--- src/rtl/gtp_pkg.sv ---
// gtp_pkg: shared framing constants, receive state encoding and the parallel CRC-32 step.
package gtp_pkg;
  localparam logic [31:0] HEAD_WORD_C = 32'h0000FFBC;
  localparam logic [31:0] END_WORD_C  = 32'h0000FFBD;
  localparam logic [31:0] CRC_INIT_C  = 32'hFFFFFFFF;
  localparam logic [31:0] CRC_POLY_C  = 32'h04C11DB7;

  typedef enum logic [2:0] {
    S_IDLE, S_GTXID, S_LENGTH, S_DATA, S_CHECK, S_END, S_DROP
  } rx_state_t;

  // Data word enters MSB first, no reflection; matches the TX framer equation.
  function automatic logic [31:0] nextCRC32_D32(input logic [31:0] data, input logic [31:0] crc);
    logic [31:0] c;
    c = crc;
    for (int i = 31; i >= 0; i--)
      c = {c[30:0], 1'b0} ^ ((c[31] ^ data[i]) ? CRC_POLY_C : 32'h0);
    return c;
  endfunction
endpackage

--- src/rtl/crc32_d32.sv ---
// crc32_d32: registered CRC-32 over 32-bit words with synchronous re-seed and enable.
module crc32_d32 import gtp_pkg::*; #(
  parameter logic [31:0] INIT = CRC_INIT_C
) (
  input  logic        log_clk,
  input  logic        log_rst_q,
  input  logic        init,
  input  logic        en,
  input  logic [31:0] data,
  output logic [31:0] crc
);
  always_ff @(posedge log_clk or posedge log_rst_q)
    if (log_rst_q) crc <= INIT;
    else if (init) crc <= INIT;
    else if (en) crc <= nextCRC32_D32(data, crc);
endmodule

--- src/rtl/gtp_rx.sv ---
// gtp_rx: Aurora RX framer; parses head/gtxid/len/data/crc/end beats, writes data to packet RAM.
module gtp_rx import gtp_pkg::*; #(
  parameter logic [31:0] HEAD_WORD = HEAD_WORD_C,
  parameter logic [31:0] END_WORD  = END_WORD_C,
  parameter logic [31:0] CRC_INIT  = CRC_INIT_C
) (
  input  logic        log_clk,
  input  logic        log_rst_q,
  input  logic [31:0] m_axi_rx_tdata,
  input  logic        m_axi_rx_tvalid,
  input  logic        m_axi_rx_tlast,
  output logic [7:0]  rx_ram_addr,
  output logic [31:0] rx_ram_data,
  output logic        rx_ram_wren,
  output logic [31:0] rx_packet_gtxid,
  output logic [31:0] rx_packet_head,
  output logic        rx_packet_done,
  output logic        rx_crc_err,
  output logic        rx_frame_err,
  output logic [31:0] rx_crc_calc
);
  rx_state_t   state_q, state_d;
  logic [7:0]  cnt_q, cnt_d, ptr_q, ptr_d;
  logic [31:0] gtxid_q, gtxid_d, len_q, len_d, td;
  logic        crc_ok_q, crc_ok_d, wr_d, done_d, crc_err_d, frame_err_d, crc_en, tl;

  assign td = m_axi_rx_tdata;
  assign tl = m_axi_rx_tlast;

  crc32_d32 #(.INIT(CRC_INIT)) u_crc (
    .log_clk   (log_clk),
    .log_rst_q (log_rst_q),
    .init      (state_q == S_IDLE),
    .en        (crc_en),
    .data      (td),
    .crc       (rx_crc_calc)
  );

  always_comb begin
    state_d = state_q;
    cnt_d = cnt_q;
    ptr_d = ptr_q;
    gtxid_d = gtxid_q;
    len_d = len_q;
    crc_ok_d = crc_ok_q;
    wr_d = 1'b0;
    done_d = 1'b0;
    crc_err_d = 1'b0;
    frame_err_d = 1'b0;
    crc_en = 1'b0;
    if (m_axi_rx_tvalid) begin
      if (state_q inside {S_GTXID, S_LENGTH, S_DATA, S_CHECK} && tl) begin
        frame_err_d = 1'b1;
        state_d = S_IDLE;
      end else
        case (state_q)
          S_IDLE:   if (td == HEAD_WORD && !tl) state_d = S_GTXID;
          S_GTXID: begin
            gtxid_d = td;
            crc_en = 1'b1;
            state_d = S_LENGTH;
          end
          S_LENGTH: begin
            len_d = td;
            cnt_d = td[7:0];
            ptr_d = td[15:8];
            crc_en = 1'b1;
            state_d = td[7:0] != 8'd0 ? S_DATA : S_CHECK;
          end
          S_DATA: begin
            wr_d = 1'b1;
            crc_en = 1'b1;
            ptr_d = ptr_q + 8'd1;
            cnt_d = cnt_q - 8'd1;
            state_d = cnt_q == 8'd1 ? S_CHECK : S_DATA;
          end
          S_CHECK: begin
            crc_ok_d = td == rx_crc_calc;
            state_d = S_END;
          end
          S_END: begin
            done_d = td == END_WORD && tl && crc_ok_q;
            crc_err_d = td == END_WORD && tl && !crc_ok_q;
            frame_err_d = !(td == END_WORD && tl);
            state_d = tl ? S_IDLE : S_DROP;
          end
          S_DROP:   if (tl) state_d = S_IDLE;
          default:  state_d = S_IDLE;
        endcase
    end
  end

  always_ff @(posedge log_clk or posedge log_rst_q)
    if (log_rst_q) begin
      state_q <= S_IDLE;
      cnt_q <= '0;
      ptr_q <= '0;
      gtxid_q <= '0;
      len_q <= '0;
      crc_ok_q <= 1'b0;
      rx_ram_addr <= '0;
      rx_ram_data <= '0;
      rx_ram_wren <= 1'b0;
      rx_packet_gtxid <= '0;
      rx_packet_head <= '0;
      rx_packet_done <= 1'b0;
      rx_crc_err <= 1'b0;
      rx_frame_err <= 1'b0;
    end else begin
      state_q <= state_d;
      cnt_q <= cnt_d;
      ptr_q <= ptr_d;
      gtxid_q <= gtxid_d;
      len_q <= len_d;
      crc_ok_q <= crc_ok_d;
      rx_ram_wren <= wr_d;
      rx_packet_done <= done_d;
      rx_crc_err <= crc_err_d;
      rx_frame_err <= frame_err_d;
      if (wr_d) begin
        rx_ram_addr <= ptr_q;
        rx_ram_data <= td;
      end
      if (done_d) begin
        rx_packet_gtxid <= gtxid_q;
        rx_packet_head <= len_q;
      end
    end
endmodule
--- config.mk ---
export PLATFORM = sky130hd
export DESIGN_NAME = gtp_rx
export DESIGN_NICKNAME = d
export VERILOG_FILES = /design/src/rtl/gtp_pkg.sv /design/src/rtl/crc32_d32.sv /design/src/rtl/gtp_rx.sv
export SDC_FILE = /design/constraint.sdc
export NUM_CORES = 1
export LEC_CHECK = 0
export ABC_CLOCK_PERIOD_IN_PS = 7250
export CAP_MARGIN = 10
export CORE_UTILIZATION = 50
export DETAILED_ROUTE_END_ITERATION = 6
export PLACE_DENSITY = 0.78
export SLEW_MARGIN = 25
export SYNTH_ARGS = -nofsm -noshare
export SYNTH_HDL_FRONTEND = slang
export SYNTH_SLANG_ARGS = --single-unit
--- constraint.sdc ---
create_clock -name log_clk -period 7.25 [get_ports log_clk]
set_input_delay 0.725 -clock log_clk [delete_from_list [all_inputs] [get_ports log_clk]]
set_output_delay 0.725 -clock log_clk [all_outputs]
set_load 0.05 [all_outputs]
==> results of run 1 <==
placed cells by master (no fill, tap or decap), types with 6 or more instances in the layout:
master / count
a21oi_1: 48
nor2_1: 49
mux2_2: 168
o21ai_0: 23
xnor2_2: 18
nand4_1: 9
dfstp_2: 32
nand3_1: 6
nand2_1: 24
nor4_1: 8
xnor2_4: 6
inv_1: 7
xnor3_1: 37
clkdlybuf4s50_1: 175
clkbuf_16: 25
dfrtp_1: 192
xor2_1: 38
xnor2_1: 143
clkbuf_1: 7
how the worst max path moves through the flow:
stage                                endpoint  depth (start not counted)
floorplan                cnt_q[0]$_DFFE_PP0P_                          1
global placement    u_crc.crc[24]$_DFFE_PP1P_                         10
detailed placement  u_crc.crc[24]$_DFFE_PP1P_                         10
CTS                 u_crc.crc[24]$_DFFE_PP1P_                         10
global route        u_crc.crc[24]$_DFFE_PP1P_                         10
finish              u_crc.crc[24]$_DFFE_PP1P_                         10
state kept, by name, summed over array words and instances, names as in the netlist, 3 cells and up:
register         cells
cnt_q                8
gtxid_q             32
len_q               32
ptr_q                8
rx_packet_gtxid     32
rx_packet_head      32
rx_ram_addr          8
rx_ram_data         32
state_q              3
u_crc.crc           32
synth_stat cells, drive strengths merged (2+ instances only):
| cell type | instances |
|---|---|
| a21oi | 49 |
| dfstp | 32 |
| or4 | 2 |
| xnor3 | 41 |
| o22a | 5 |
| xor3 | 5 |
| nor2 | 51 |
| clkinv | 2 |
| nand4b | 3 |
| ha | 5 |
| a22oi | 4 |
| nor4 | 8 |
| o21ai | 23 |
| o31ai | 3 |
| nor3 | 6 |
| nand4 | 9 |
| inv | 9 |
| nand2 | 25 |
| o41ai | 3 |
| nand3 | 6 |
| xor2 | 44 |
| nand2b | 4 |
| buf | 8 |
| xnor2 | 167 |
| a211oi | 2 |
| clkbuf | 27 |
| dfrtp | 192 |
| mux2 | 168 |
| and2 | 2 |
metal layers:
layer | routed length [um] | global-route usage (%) | vias to the layer above
met2 | 15300 | 43.1 | 314
met4 | 956 | 8.32 | 0
li1 | - | - | 3537
met5 | 0 | 0 | -
met1 | 14100 | 37.5 | 4045
met3 | 2190 | 4.90 | 52
layout make-up:
class / count / area, um^2 / area share (%)
Clock buffer: 36 / 707 / 4.71
Sequential cell: 224 / 5650 / 37.6
Inverter: 11 / 48.8 / 0.325
Timing Repair Buffer: 182 / 1830 / 12.2
Tap cell: 319 / 399 / 2.66
Multi-Input combinational cell: 647 / 6320 / 42.1
Clock inverter: 7 / 62.6 / 0.417
logic make-up (layout without fill, tap and decap cells):
family / count (synthesis) / count (layout) / share of synthesized area, %
flip-flops: 224 / 224 / 46.6
adder cells (fa/ha/maj): 5 / 5 / 0.517
AND/OR/NAND/NOR: 122 / 122 / 4.76
XOR/XNOR: 257 / 257 / 26.5
multiplexers: 168 / 168 / 15.6
buffers and inverters: 46 / 236 / 1.44
AO/OA/AOI/OAI: 95 / 95 / 4.50
stage by stage:
stage	area (um^2)	std cells	util (%)	hold slack [ns]
5_1_grt	15000	1426	63.6	0.443
4_1_cts	15000	1425	63.4	0.435
2_1_floorplan	12100	917	-	0.403
6_report	15000	1426	63.6	0.438
3_5_place_dp	14200	1382	60.2	0.428
3_3_place_gp	14200	1382	60.2	0.432
==> summary.md, run 1 <==
| Metric | Value |
|---|---|
| EDFF count, synth | 0 |
| Core box area | between 0.02 and 0.025 mm^2 |
| Row count | 56 |
| Die Footprint | about 0.025 mm^2 |
| Synthesized area per cell | approximately 13 um^2 |
| Highest-delay cell along the critical path | clkdlybuf4s50_1 |
| I/O Buffers | approximately 180 |
| Max-slew violations | 0 |
| Die height | about 160 um |
| Actual slew at the worst max-slew pin | between 0.9 and 1 ns |
| Filler cells | 1847 |
| DR DRC count | 0 |
| Yosys reg bits | 224 |
| Final setup margin | approximately 2.5 ns |
| Hold Startpoint | crc_ok_q$_DFFE_PP0P_ |
| First-pass GRT wire length | 49300 um |
| DR WL/cell | around 23 um |
| Setup tns final | 0 ns |
| Final WL | between 30000 and 40000 um |
| Reg2reg path depth | 9 |
| RSZ-0062 raised after global routing | no |
| Cell Area, Synth | 0.0121 mm^2 |
| Total grt overflow | 0 |
| Syn Nets | around 960 |
| Worst r2r src | u_crc.crc[19]$_DFFE_PP1P_ |
| Clk_lat worst skew | around 0.53 ns |
| Crit Path Max Fanout | 5 |
| Type of destination of the critical path | flop |
| Setup violators final | 0 |
| R2r endpoint | u_crc.crc[24]$_DFFE_PP1P_ |
| Vias per Instance | about 5.6 |
| Clock transition at the registers of the reported paths | about 0.06 ns |
| Initial antenna violation count | 0 |
| Chip width | about 160 um |
| Slew HR | 33.7% |
| Largest net degree at the start of global routing | 82 |
| Pre-CTS setup slack | 2.05 ns |
| Crit Path Category | in2reg |
| Placer's final routability congestion estimate | approximately 0.95 |
| Peak Freq | about 210 MHz |
| Longest Clk Path Bufs | 3 |
| CTS Buf Count | 24 |
| Seq/Total Area, Yosys | between 40% and 50% |
| Top cells by area, synth | dfrtp_1 (40%), mux2_2 (16%), xnor2_1 (10%) |
| Share of layout cells above drive strength 1 | between 20% and 30% |
| Ys Warns | 0 |
| TritonRoute pass-1 iters | 4 |
| Area Growth Syn to Fin | 24.0% |
| Clk sinks | 224 |
| Boundary Pins | approximately 180 |
| Setup bufs post-CTS | 0 |
| Critical Path AT | 5.20 ns |
| Post-synth top area share | around two fifths |
| Fin crit period | roughly 4.8 ns |
| TritonCTS clock tree | yes |
| Initial core utilization | about half |
| Final #Nets | 1131 |
| Crit-path cells | clkdlybuf4s50_1 > xor2_1 > xnor3_1 > xnor2_1 > xnor3_1 > xnor2_1 > xor3_2 > xnor2_2 > xnor3_1 > a21oi_1 |
| Post-synth ARST share | 100% |
| Tot GR Track Use | 27.0% |
| DR iter-0 viols | between 400 and 500 |
| Via count | just under 8000 |
| Cells on Worst Hold Path | 1 |
| Vias in the first global route | roughly 8000 |
| Root Driver | clkbuf_16 |
| Synth cell types | 49 |
| Critical path buffers and inverters | 1 |
| R2R Setup Slk | ~2.8 ns |
| PostCTS Resize Cnt | 0 |
| Sink of the worst hold path | rx_crc_err$_DFF_PP0_ |
| Crit start category | input pin |
| Critical path's top delay family | XOR/XNOR gates |
| Final HPWL DP | roughly 23000 um |
| ANT nets after route | 0 |
| Cell mode on critical path | xnor3_1 |
| Max_cap viols | 0 |
| CTS Hold Bufs | 0 |
| Syn Inst Count | between 900 and 1000 |
| CP startpoint | m_axi_rx_tdata[19] |
| H-tree Lvls | 1 |
| Status | finished, final reports clean |
| Worst min path class | reg2reg |
| Delay of the slowest critical-path stage | 0.68 ns |
| Fin crit share | 65.6% |
| Leading area contributor after synthesis | dfrtp_1 |
| Fin. Hold Viols | 0 |
| Clk_skew | 0.0153 ns |
| Inserted Diodes | 0 |
| Critical Path RT | 7.69 ns |
| Main synth FF type | dfrtp_1 |
Power of run 1 is not shown: default switching activity piles up to over one toggle a cycle in this logic, so the estimate is an artifact.
==> run 2: changes to the inputs <==
ABC_CLOCK_PERIOD_IN_PS = 4100   (was 7250)
clock period = 4.1 ns   (was 7.25 ns; I/O delays follow)
==> run 2 against run 1 <==
Sequential share of layout area shrank 2.0 points. Die area did not move. Via count grew 5.6%. Clock skew is essentially flat. Count of clock-buffer cells in the layout shrank 1. Worst setup slack worse by 2.2 ns.
==> summary.md, run 2 (same netlist as run 1, synthesis figures left out) <==
| Metric | Value |
|---|---|
| Clock transition at the registers of the reported paths | 0.06 ns (about the same) |
| Commonest non-fill, non-tap cell in the layout | dfrtp_1 |
| Via count | 8392 (+5.6%) |
| Largest net degree at the start of global routing | 105 (+28%) |
| RSZ-0062 raised after global routing | no |
| Clk sinks | 224 (unchanged) |
| Peak Freq | between 200 and 300 MHz |
| Final #Nets | 1235 (+9.2%) |
| Top Usage Layer GRT | met2 |
| Clk_skew | 0.0150 ns (-0.000306 ns) |
| Initial core utilization | 51.3% (unchanged) |
| Initial antenna violation count | 0 (unchanged) |
| H-tree Lvls | 1 (unchanged) |
| WHS | 0.363 ns (-0.0750 ns) |
| Setup tns final | 0 ns (unchanged) |
| Worst min path class | in2async |
| Die Footprint | 0.0248 mm^2 (unchanged) |
| Total grt overflow | 0 (unchanged) |
| Area Growth Syn to Fin | 31.1% |
| Vias per Instance | 5.48 (-1.7%) |
| I/O Buffers | 175 (unchanged) |
| Share of layout cells above drive strength 1 | 32.5% (+6.6 points) |
| CTS Buf Count | 25 (+4.2%) |
| Tot GR Track Use | 28.5% (+1.5 points) |
| DR DRC count | 0 (unchanged) |
| Placed Cells | 1486 (+7.5%) |
| Row count | 56 (unchanged) |
| PostCTS Resize Cnt | 0 (unchanged) |
| Crit start category | flop |
| Setup violators final | 0 (unchanged) |
| GR Util met3 | 7.04% (+2.1 points) |
| Root Driver | clkbuf_16 |
| Fin crit period | about 3.8 ns |
| Met2 Usage GRT | 45.9% (+2.8 points) |
| TritonRoute pass-1 iters | 5 (+1) |
| DR WL/cell | 22.4 um (-1.9%) |
| Fin. Hold Viols | 0 (unchanged) |
| Finished Layout Cells | 1532 (+7.4%) |
| Longest Clk Path Bufs | 3 (unchanged) |
| Slew HR | 40.3% (+6.6 points) |
| ANT nets after route | 0 (unchanged) |
| Critical Path RT | 4.57 ns (-3.12 ns) |
| CTS Hold Bufs | 0 (unchanged) |
| Final WL | 34300 um (+5.4%) |
| Inserted Diodes | 0 (unchanged) |
| Boundary Pins | 176 (unchanged) |
| Crit Path Max Fanout | 3 (-2) |
| Core box area | 0.0236 mm^2 (unchanged) |
| Crit Path Category | reg2reg |
| Commonest cells after routing, fill and taps aside | dfrtp_1 (192), clkdlybuf4s50_1 (175), mux2_2 (168) |
| Die height | 158 um (unchanged) |
| CP startpoint | u_crc.crc[19]$_DFFE_PP1P_ |
| Fin crit share | around 92% |
| Met1 usage | 37.4% (-0.12 points) |
| Max-slew violations | 0 (unchanged) |
| Vias in the first global route | 8423 (+5.5%) |
| Status | finished, final reports clean |
| Actual slew at the worst max-slew pin | 0.894 ns (-0.0970 ns) |
| Clk_lat worst skew | 0.54 ns (about the same) |
| Critical Path AT | 4.24 ns (-0.96 ns) |
| Final HPWL DP | 25900 um (+12%) |
| Worst r2r src | u_crc.crc[19]$_DFFE_PP1P_ |
| Placer's final routability congestion estimate | 0.978 (+3.4%) |
| Type of destination of the critical path | flop |
| Chip width | 158 um (unchanged) |
| TritonCTS clock tree | yes |
| Max_cap viols | 0 (unchanged) |
| Setup bufs post-CTS | 0 (unchanged) |
| DR iter-0 viols | 443 (-4.3%) |
| First-pass GRT wire length | 51800 um (+5.1%) |
run 2: cell types whose count changed in the layout (fill, tap and decap cells not counted), sizes merged:
cell / delta
clkbuf: -1
clkinvlp: +1
clkinv: +1
buf: +103
inv: +1
bufinv: +1
run 2: path summary, 6_finish.rpt:
| check | end | slack (ns) | depth (start not counted) |
|---|---|---|---|
| max | u_crc.crc[16]$_DFFE_PP1P_ | 0.34 | 9 |
| min | rx_ram_addr[3]$_DFFE_PP0P_ | 0.36 | 2 |
| max reg2reg | u_crc.crc[16]$_DFFE_PP1P_ | 0.34 | 9 |
| min reg2reg | rx_crc_err$_DFF_PP0_ | 0.44 | 1 |
| max in group asynchronous | len_q[25]$_DFFE_PP0P_ | 2.73 | 3 |
| min in group log_clk | rx_crc_err$_DFF_PP0_ | 0.44 | 1 |
run 2: cell type report:
type	count	area, um^2
Sequential cell	224	5650
Clock inverter	11	125
Tap cell	319	399
Inverter	11	45.0
Multi-Input combinational cell	647	6320
Timing Repair Buffer	285	2630
Clock buffer	35	713
Fill cell	1789	7730
run 2: through the flow:
step	utilization, %	area (um^2)	worst slack (ns)
after floorplan	-	12100	0.187
after global placement	63.7	15000	-0.0315
after detailed placement	63.7	15000	-0.0509
after CTS	67.2	15900	0.334
after global routing	67.2	15900	0.153
final	67.2	15900	0.337
run 2: per-layer routing:
| layer | routed length (um) | share of wire (%) | vias up |
|---|---|---|---|
| met4 | 1250 | 3.7 | 0 |
| met3 | 2820 | 8.2 | 80 |
| met5 | 0 | 0 | - |
| met2 | 16000 | 47 | 342 |
| li1 | - | - | 3737 |
| met1 | 14200 | 41 | 4233 |
run 2: worst max-delay path, cell delays in order (launching register included):
cell	delay, ns
dfstp_2	0.57
xor2_1	0.33
xnor3_1	0.55
xnor3_1	0.44
buf_4	0.18
xor2_1	0.26
xnor3_1	0.42
xnor2_1	0.32
xnor3_1	0.47
a21oi_1	0.15
Power of run 2 is left out for the same reason.
==> run 3: changes to the inputs <==
CAP_MARGIN = not set   (was 10)
CORE_ASPECT_RATIO = 1.75   (was not set)
HOLD_SLACK_MARGIN = 0.03   (was not set)
==> run 3 against run 2 <==
Count of clock-buffer cells in the layout shrank 8. Critical path depth grew 1. Sequential share of layout area shrank 0.45 points. Worst setup slack lost 0.14 ns. Critical path type unchanged. Via count grew 0.37%.
==> summary.md, run 3 (same netlist as run 1, synthesis figures left out) <==
| Metric | Value |
|---|---|
| First-pass GRT wire length | 53300 um (+2.8%) |
| Tot GR Track Use | 29.0% (+0.53 points) |
| ANT nets after route | 0 (unchanged) |
| CTS Hold Bufs | 0 (unchanged) |
| Crit Path Category | reg2reg |
| Largest net degree at the start of global routing | 84 (-20%) |
| Fin. Hold Viols | 0 (unchanged) |
| Register area | 0.00565 mm^2 (unchanged) |
| PostCTS Resize Cnt | 0 (unchanged) |
| TritonRoute pass-1 iters | 5 (unchanged) |
| Critical Path AT | 4.34 ns (+0.10 ns) |
| Fin crit period | 3.90 ns (+0.140 ns) |
| Clk_skew | 0.00797 ns (-0.00704 ns) |
| Clk sinks | 224 (unchanged) |
| DR WL met3 | 1230 um (-56%) |
| Filler cells | 1790 (+0.056%) |
| Post-DP Area | 0.0153 mm^2 (+1.7%) |
| DR DRC count | 0 (unchanged) |
| Setup bufs post-CTS | 0 (unchanged) |
| Final #Nets | 1262 (+2.2%) |
| Pre-CTS setup slack | -0.239 ns (-0.188 ns) |
| Placer's final routability congestion estimate | 1.02 (+3.9%) |
| Boundary Pins | 176 (unchanged) |
| Fin util | 67.5% (+0.23 points) |
| Type of destination of the critical path | flop |
| Fin area | 0.0161 mm^2 (+1.3%) |
| Initial antenna violation count | 2 (+2) |
| I/O Buffers | 175 (unchanged) |
| Multi-input combinational cell area | 0.00632 mm^2 (unchanged) |
| Initial core utilization | 50.8% (-0.48 points) |
| Highest metal used | met4 |
| Status | finished, final reports clean |
| Row count | 75 (+34%) |
| Worst min path class | in2async |
| DRT met1 WL | 12100 um (-15%) |
| R2R Setup Slk | 0.20 ns (-0.14 ns) |
| Area Growth Syn to Fin | 32.8% |
| Total grt overflow | 0 (unchanged) |
| Crit start category | flop |
| RSZ-0062 raised after global routing | no |
| Crit Path Max Fanout | 3 (unchanged) |
| Commonest non-fill, non-tap cell in the layout | dfrtp_1 |
| Clk_lat worst skew | 0.51 ns (-0.03 ns) |
| Core box area | 0.0238 mm^2 (+0.94%) |
| DR WL/cell | 22.8 um (+1.9%) |
| Actual slew at the worst max-slew pin | 0.948 ns (+0.0543 ns) |
| Commonest cells after routing, fill and taps aside | dfrtp_1 (192), clkdlybuf4s50_1 (175), mux2_2 (168) |
| DR iter-0 viols | 471 (+6.3%) |
| TritonCTS clock tree | yes |
| Vias per Instance | 5.45 (-0.54%) |
| Setup tns final | 0 ns (unchanged) |
| CTS Buf Count | 21 (-16%) |
| Longest Clk Path Bufs | 3 (unchanged) |
| Final HPWL DP | 27300 um (+5.7%) |
| WL met2 | 19300 um (+20%) |
| Chip width | 120 um (-24%) |
| Clock transition at the registers of the reported paths | 0.07 ns (about the same) |
| Vias in the first global route | 9029 (+7.2%) |
| Critical Path RT | 4.54 ns (-0.03 ns) |
| H-tree Lvls | 1 (unchanged) |
| Max-slew violations | 0 (unchanged) |
| Root Driver | clkbuf_16 |
| Via count | 8423 (+0.37%) |
| Final setup margin | 0.197 ns (-0.140 ns) |
| Peak Freq | 256 MHz (-3.6%) |
| Die Footprint | 0.0249 mm^2 (about the same) |
| Share of layout cells above drive strength 1 | 34.1% (+1.7 points) |
| Setup violators final | 0 (unchanged) |
| Die height | 208 um (+32%) |
| Slew HR | 36.6% (-3.6 points) |
| Final WL | 35300 um (+2.9%) |
| Fin crit share | 95.2% (+3.4 points) |
| Max_cap viols | 0 (unchanged) |
[run 3: worst max-delay path: stages, from the launching register on]
cell	delay [ns]
dfstp_2	0.56
xor2_1	0.32
xnor3_1	0.57
xnor2_1	0.40
xnor3_1	0.53
xnor2_1	0.28
buf_4	0.19
xor2_1	0.20
xnor3_1	0.48
xnor2_1	0.16
a21oi_1	0.14
[run 3: final cells by class]
type / instances / area share, %
inverters: 11 / 0.280
diodes: 2 / 0.0311
well taps: 308 / 2.40
clock buffers: 27 / 3.72
repair buffers: 316 / 18.1
clock inverters: 11 / 1.07
multi-input cells: 647 / 39.3
flip-flops and latches: 224 / 35.1
[run 3: path summary, 6_finish.rpt]
path / startpoint / end / cells past startpoint
max reg2reg: u_crc.crc[19]$_DFFE_PP1P_ / u_crc.crc[11]$_DFFE_PP1P_ / 10
min: log_rst_q / rx_packet_gtxid[12]$_DFFE_PP0P_ / 2
max: u_crc.crc[19]$_DFFE_PP1P_ / u_crc.crc[11]$_DFFE_PP1P_ / 10
min in group log_clk: crc_ok_q$_DFFE_PP0P_ / rx_crc_err$_DFF_PP0_ / 1
min reg2reg: crc_ok_q$_DFFE_PP0P_ / rx_crc_err$_DFF_PP0_ / 1
max in group asynchronous: log_rst_q / u_crc.crc[8]$_DFFE_PP1P_ / 4
[run 3: per-stage QoR]
step                std cells  hold slack (ns)
floorplan                 917            0.403
global placement         1505            0.426
detailed placement       1505            0.424
CTS                      1543            0.433
global route             1546            0.238
finish                   1546            0.212
[run 3: per-layer routing]
metal	GRT usage, %	up-vias
met3	2.86	115
met5	0	-
met2	52.9	283
met1	30.7	4250
met4	20.5	0
li1	-	3775
Power of run 3 is left out for the same reason.
